<file path="src/rtl/adxl357_acc_averager.sv">
// Boxcar averager for ADXL357 X/Y/Z bursts: captures on the controller finish fall,
// averages 2^n samples and flags a stalled sensor. Offset correction: ADXL357_OFFSET_CORR_EN.
module adxl357_acc_averager #(
  parameter int TIMEOUT_CYC = 500000,
  parameter int ACC_W       = 32
) (
  input  logic                    i_clk,
  input  logic                    i_rst_n,
  input  logic                    i_en,
  input  logic [2:0]              i_avg_sel,
  input  logic                    i_finish,
  input  logic signed [ACC_W-1:0] i_accx,
  input  logic signed [ACC_W-1:0] i_accy,
  input  logic signed [ACC_W-1:0] i_accz,
  input  logic                    i_clr_timeout,
`ifdef ADXL357_OFFSET_CORR_EN
  input  logic signed [19:0]      i_offx,
  input  logic signed [19:0]      i_offy,
  input  logic signed [19:0]      i_offz,
`endif
  output logic signed [ACC_W-1:0] o_accx,
  output logic signed [ACC_W-1:0] o_accy,
  output logic signed [ACC_W-1:0] o_accz,
  output logic                    o_valid,
  output logic [7:0]              o_sample_cnt,
  output logic                    o_timeout,
  output logic                    o_overrun
);

  localparam int AW   = ACC_W + 7;
  localparam int WD_W = $clog2(TIMEOUT_CYC + 1);
  localparam logic [WD_W-1:0] WD_MAX = WD_W'(TIMEOUT_CYC);

  typedef enum logic [1:0] {S_IDLE, S_WAIT, S_ACC, S_OUT} state_t;

  state_t               state;
  logic                 f1, f2, f3;
  logic                 fin_fall;
  logic [2:0]           n_lat;
  logic [7:0]           cnt;
  logic signed [AW-1:0] acc_x, acc_y, acc_z;
  logic signed [AW-1:0] term_x, term_y, term_z;
  logic signed [AW-1:0] sh_x, sh_y, sh_z;
  logic                 last_sample;
  logic [WD_W-1:0]      wd_cnt;
  logic                 wd_set;

  // finish comes from the i2c clock domain; the falling edge marks stable data
  always_ff @(posedge i_clk or negedge i_rst_n) begin
    if (!i_rst_n) begin
      f1 <= 1'b0;
      f2 <= 1'b0;
      f3 <= 1'b0;
    end else begin
      f1 <= i_finish;
      f2 <= f1;
      f3 <= f2;
    end
  end

  assign fin_fall = f3 & ~f2;

`ifdef ADXL357_OFFSET_CORR_EN
  assign term_x = {{7{i_accx[ACC_W-1]}}, i_accx} - {{(AW-20){i_offx[19]}}, i_offx};
  assign term_y = {{7{i_accy[ACC_W-1]}}, i_accy} - {{(AW-20){i_offy[19]}}, i_offy};
  assign term_z = {{7{i_accz[ACC_W-1]}}, i_accz} - {{(AW-20){i_offz[19]}}, i_offz};
`else
  assign term_x = {{7{i_accx[ACC_W-1]}}, i_accx};
  assign term_y = {{7{i_accy[ACC_W-1]}}, i_accy};
  assign term_z = {{7{i_accz[ACC_W-1]}}, i_accz};
`endif

  assign sh_x        = acc_x >>> n_lat;
  assign sh_y        = acc_y >>> n_lat;
  assign sh_z        = acc_z >>> n_lat;
  assign last_sample = (({1'b0, cnt} + 9'd1) == (9'd1 << n_lat));
  assign o_sample_cnt = cnt;

  always_ff @(posedge i_clk or negedge i_rst_n) begin
    if (!i_rst_n) begin
      state     <= S_IDLE;
      n_lat     <= '0;
      cnt       <= '0;
      acc_x     <= '0;
      acc_y     <= '0;
      acc_z     <= '0;
      o_accx    <= '0;
      o_accy    <= '0;
      o_accz    <= '0;
      o_valid   <= 1'b0;
      o_overrun <= 1'b0;
    end else begin
      o_valid <= 1'b0;
      if (!i_en) begin
        state     <= S_IDLE;
        cnt       <= '0;
        acc_x     <= '0;
        acc_y     <= '0;
        acc_z     <= '0;
        o_overrun <= 1'b0;
      end else begin
        case (state)
          S_IDLE: begin
            cnt   <= '0;
            acc_x <= '0;
            acc_y <= '0;
            acc_z <= '0;
            n_lat <= i_avg_sel;
            state <= S_WAIT;
          end
          S_WAIT: begin
            if (fin_fall) state <= S_ACC;
          end
          S_ACC: begin
            acc_x <= acc_x + term_x;
            acc_y <= acc_y + term_y;
            acc_z <= acc_z + term_z;
            // the final sample leaves cnt alone so it never exceeds 127
            if (last_sample) begin
              state <= S_OUT;
            end else begin
              cnt   <= cnt + 8'd1;
              state <= S_WAIT;
            end
            if (fin_fall) o_overrun <= 1'b1;
          end
          S_OUT: begin
            o_accx  <= sh_x[ACC_W-1:0];
            o_accy  <= sh_y[ACC_W-1:0];
            o_accz  <= sh_z[ACC_W-1:0];
            o_valid <= 1'b1;
            cnt     <= '0;
            acc_x   <= '0;
            acc_y   <= '0;
            acc_z   <= '0;
            n_lat   <= i_avg_sel;
            state   <= S_WAIT;
            if (fin_fall) o_overrun <= 1'b1;
          end
          default: state <= S_IDLE;
        endcase
      end
    end
  end

  // threshold fires once on arrival; a fresh fall beats it, and it beats a clear
  assign wd_set = i_en && !fin_fall && (wd_cnt == WD_MAX - WD_W'(1));

  always_ff @(posedge i_clk or negedge i_rst_n) begin
    if (!i_rst_n) begin
      wd_cnt    <= '0;
      o_timeout <= 1'b0;
    end else if (!i_en) begin
      wd_cnt    <= '0;
      o_timeout <= 1'b0;
    end else begin
      if (fin_fall)
        wd_cnt <= '0;
      else if (wd_cnt != WD_MAX)
        wd_cnt <= wd_cnt + WD_W'(1);
      if (wd_set)
        o_timeout <= 1'b1;
      else if (i_clr_timeout)
        o_timeout <= 1'b0;
    end
  end

endmodule

</file>
<file path="config.mk">
export PLATFORM = sky130hd
export DESIGN_NAME = adxl357_acc_averager
export DESIGN_NICKNAME = d
export VERILOG_FILES = /design/src/rtl/adxl357_acc_averager.sv
export SDC_FILE = /design/constraint.sdc
export NUM_CORES = 1
export LEC_CHECK = 0
export CAP_MARGIN = 20
export CORE_MARGIN = 2
export CORE_UTILIZATION = 45
export DETAILED_ROUTE_END_ITERATION = 10
export PLACE_DENSITY = 0.72
export SKIP_LAST_GASP = 1
export SYNTH_ARGS = -nofsm -noshare
export SYNTH_HDL_FRONTEND = slang
export SYNTH_SLANG_ARGS = --single-unit
</file>
<file path="constraint.sdc">
create_clock -name i_clk -period 3.5 [get_ports i_clk]
set_input_delay 0.7 -clock i_clk [delete_from_list [all_inputs] [get_ports i_clk]]
set_output_delay 0.7 -clock i_clk [all_outputs]
set_load 0.05 [all_outputs]
</file>
==> impl_metrics.yaml <==
floorplanning:
  die_y_um: 211
  rows: 75
  io_pins: 211
  die_x_um: 211
  dieArea_um2: 44600
  start_util_pct: 45.9
  core_um2: 42100
logic_synthesis:
  synth_adder_area_share_pct: 8.14
  muxShareOfSynthArea_pct: 19.2
  synthFlopType: "dfrtp_1"
  yosysSeqAreaShare_pct: 32.5
  syn_inst: 2155
  synth.net_count: 2383
  synth_xor_area_share_pct: 5.39
  synth_edf_count: 0
  synth-simple-area-share_pct: 13.6
  ys.warnings.count: 0
  synth_compound_area_share_pct: 17.8
  syn_area_um2: 19300
  ys_seq_elements: 251
  avgSynthCellArea_um2: 8.97
  ys_types: 71
  async_flop_share_pct: 100
  synth_top_family_by_area: "multiplexers"
finish:
  n_antenna_cell: 0
  finish.utilization_pct: 56.7
  drive_gt1_share_pct: 10.1
  area_growth_pct: 23.6
  layout_commonest_cell: "mux2i_1"
  most-common-layout-cells: "mux2i_1 (333), dfrtp_1 (248), nor2_1 (242)"
  layout.nets: 2645
worst_setup_path:
  arrival_ns: 3.86
  startpoint: "i_accy[0]"
  r2r_start: "acc_x[0]$_DFFE_PN0P_"
  endpoint_kind: "register"
  worst_setup_path_start_kind: "primary input"
  worstSetupPathType: "primary input to register"
  reg2reg_slack_ns: 0.28
  crit_path_max_fanout: 3
  required_ns: 4.00
pwr:
  p_comb_share_pct: 53.0
  clkPwrFrac_pct: 20.6
  p_int_mw: 8.96
  switchingPower_mw: 7.25
  vdd_drop_max_mv: 0.570
  p_sw_share_pct: 44.8
  power.leakage_nw: 11.0
  pwr-share-seq_pct: 26.5
  totalPowerFinal_mw: 16.2
  p_per_area_nw_per_um2: 678
drt:
  totalWireLength_um: 54500
  drt_iter0_drc: 1228
  drcViolationCount: 0
  ant_nets: 0
  wl_per_cell_um: 18.3
  vias: 17200
  vias_per_cell: 5.78
  firstDrtPassIters: 5
sta:
  hold_viol: 0
  skew_ns: 0.0194
  fin_crit_sh_pct: 95.9
  setup_viol: 0
  timing.fmax_mhz: 298
  slew_viol_final: 0
  rsz0062_at_grt: "no"
  setup_ws_ns: 0.144
  finalCriticalPeriod_ns: 3.36
  slew_headroom_pct: 39.2
  tightest_slew_ns: 0.912
  holdWs_ns: 0.114
clock_network:
  hold_buffers: 0
  clk_pin_slew_ns: 0.06
  cts_setup_buffers: 0
  htree_levels: 1
  cts_root_buf: "clkbuf_16"
  cts_buffer_depth: 3
  cts_buffers: 30
  cts_resized: 0
  cts_tree: "done"
  clk_latency_ns: 0.58
  cts_sinks: 251
placed_design:
  dp_hpwl_um: 40200
  port_buffers: 210
  pre_cts_ws_ns: -0.429
  place.gp.congestion: 0.948
global_routing:
  met2_usage_pct: 41.5
  grt_pass1_wl_um: 89600
  grt_use_total_pct: 24.4
  first_global_vias: 17600
  globalRouteOverflowTotal: 0
  met1_usage_pct: 32.4
  grt.busiest_layer: "met2"
  use_met3_pct: 3.58
  grt_max_degree: 80
  grt_antenna_before_repair: 0
outcome:
  outcome: "finished clean"
run:
  maxCapViolations: 0
min_path:
  hold_path.class: "primary input to async pin"
## path summary, 6_finish.rpt
kind,depth (start not counted),end
worst min register to register,0,f3$_DFF_PN0_
worst min-delay path,1,o_accz[12]$_DFFE_PN0P_
worst max-delay path,12,acc_y[38]$_DFFE_PN0P_
min in group i_clk,0,f3$_DFF_PN0_
max in group asynchronous,2,acc_y[28]$_DFFE_PN0P_
worst max register to register,11,acc_x[34]$_DFFE_PN0P_
## critical path: stages
cell and delay (ns):
clkdlybuf4s50_1 0.46, ha_1 0.18, fa_1 0.21, a211oi_1 0.08, o21bai_1 0.26, a211oi_2 0.14
o31a_1 0.30, o41a_1 0.45, o41ai_4 0.37, o21ai_2 0.12, or4_1 0.47, o211ai_1 0.10
## final cells by class
class | instances | area (um^2)
Sequential cell | 251 | 6290
Timing Repair Buffer | 360 | 3280
Clock inverter | 14 | 184
Inverter | 41 | 154
Multi-Input combinational cell | 1733 | 12400
Tap cell | 539 | 674
Clock buffer | 41 | 863
Fill cell | 3714 | 18200
## cells by family (layout without fill, tap and decap cells)
| kind of cell | Yosys count | count (layout) |
|---|---|---|
| AO/OA/AOI/OAI | 558 | 558 |
| XOR/XNOR | 119 | 119 |
| adder cells (fa/ha/maj) | 124 | 124 |
| buffers and inverters | 171 | 456 |
| flip-flops | 251 | 251 |
| multiplexers | 355 | 355 |
| AND/OR/NAND/NOR | 577 | 577 |
## flip-flops by register name, indices dropped and copies added (netlist names), 8 cells and up
| signal | count |
|---|---|
| acc_y | 39 |
| wd_cnt | 19 |
| acc_z | 39 |
| o_accx | 32 |
| o_accz | 32 |
| o_sample_cnt | 8 |
| acc_x | 39 |
| o_accy | 32 |
## power groups by stage
| stage | sequential, mW | combinational (mW) | clock, mW |
|---|---|---|---|
| global route | 4.39 | 9.17 | 3.53 |
| finish | 4.29 | 8.59 | 3.33 |
| floorplan | 6.06 | 4.12 | 0 |
| CTS | 4.30 | 8.58 | 3.41 |
| global placement | 4.30 | 8.43 | 0 |
| detailed placement | 4.33 | 8.54 | 0 |
## metal layers
layer	vias to the layer above	part of all wire, %
met2	427	47
met5	-	0
met3	97	4.9
li1	8361	-
met1	8339	45
met4	0	2.5
## per-stage QoR
step                      TNS (ns)  instance area [um^2]  instances
after floorplan                  0                 19300       2155
after global placement       -5.23                 22800       2924
after detailed placement     -7.06                 22800       2924
after CTS                        0                 23900       2979
after global routing             0                 23900       2979
final                            0                 23900       2979
## synth_stat cells, drive strengths merged, types with 8 or more instances
cell,n,area share [%]
o21ai,110,2.9
nor2b,18,0.58
nor2,243,4.7
buf,31,0.63
nand4,22,0.71
o31ai,11,0.43
mux2i,333,17
dfrtp,251,32
nand3,48,1.2
a31oi,17,0.55
a211oi,23,0.92
o21bai,23,0.89
xnor2,73,3.3
nor3,11,0.28
inv,41,0.80
and2,8,0.26
o211ai,13,0.50
xor2,46,2.1
nand2,139,2.7
mux4,11,1.3
or3,13,0.42
a21oi,222,5.7
and3,17,0.55
nand2b,17,0.55
clkbuf,99,1.9
ha,121,7.8
mux2,11,0.64
a21o,65,2.5
Power figures use the tool's default switching activity.
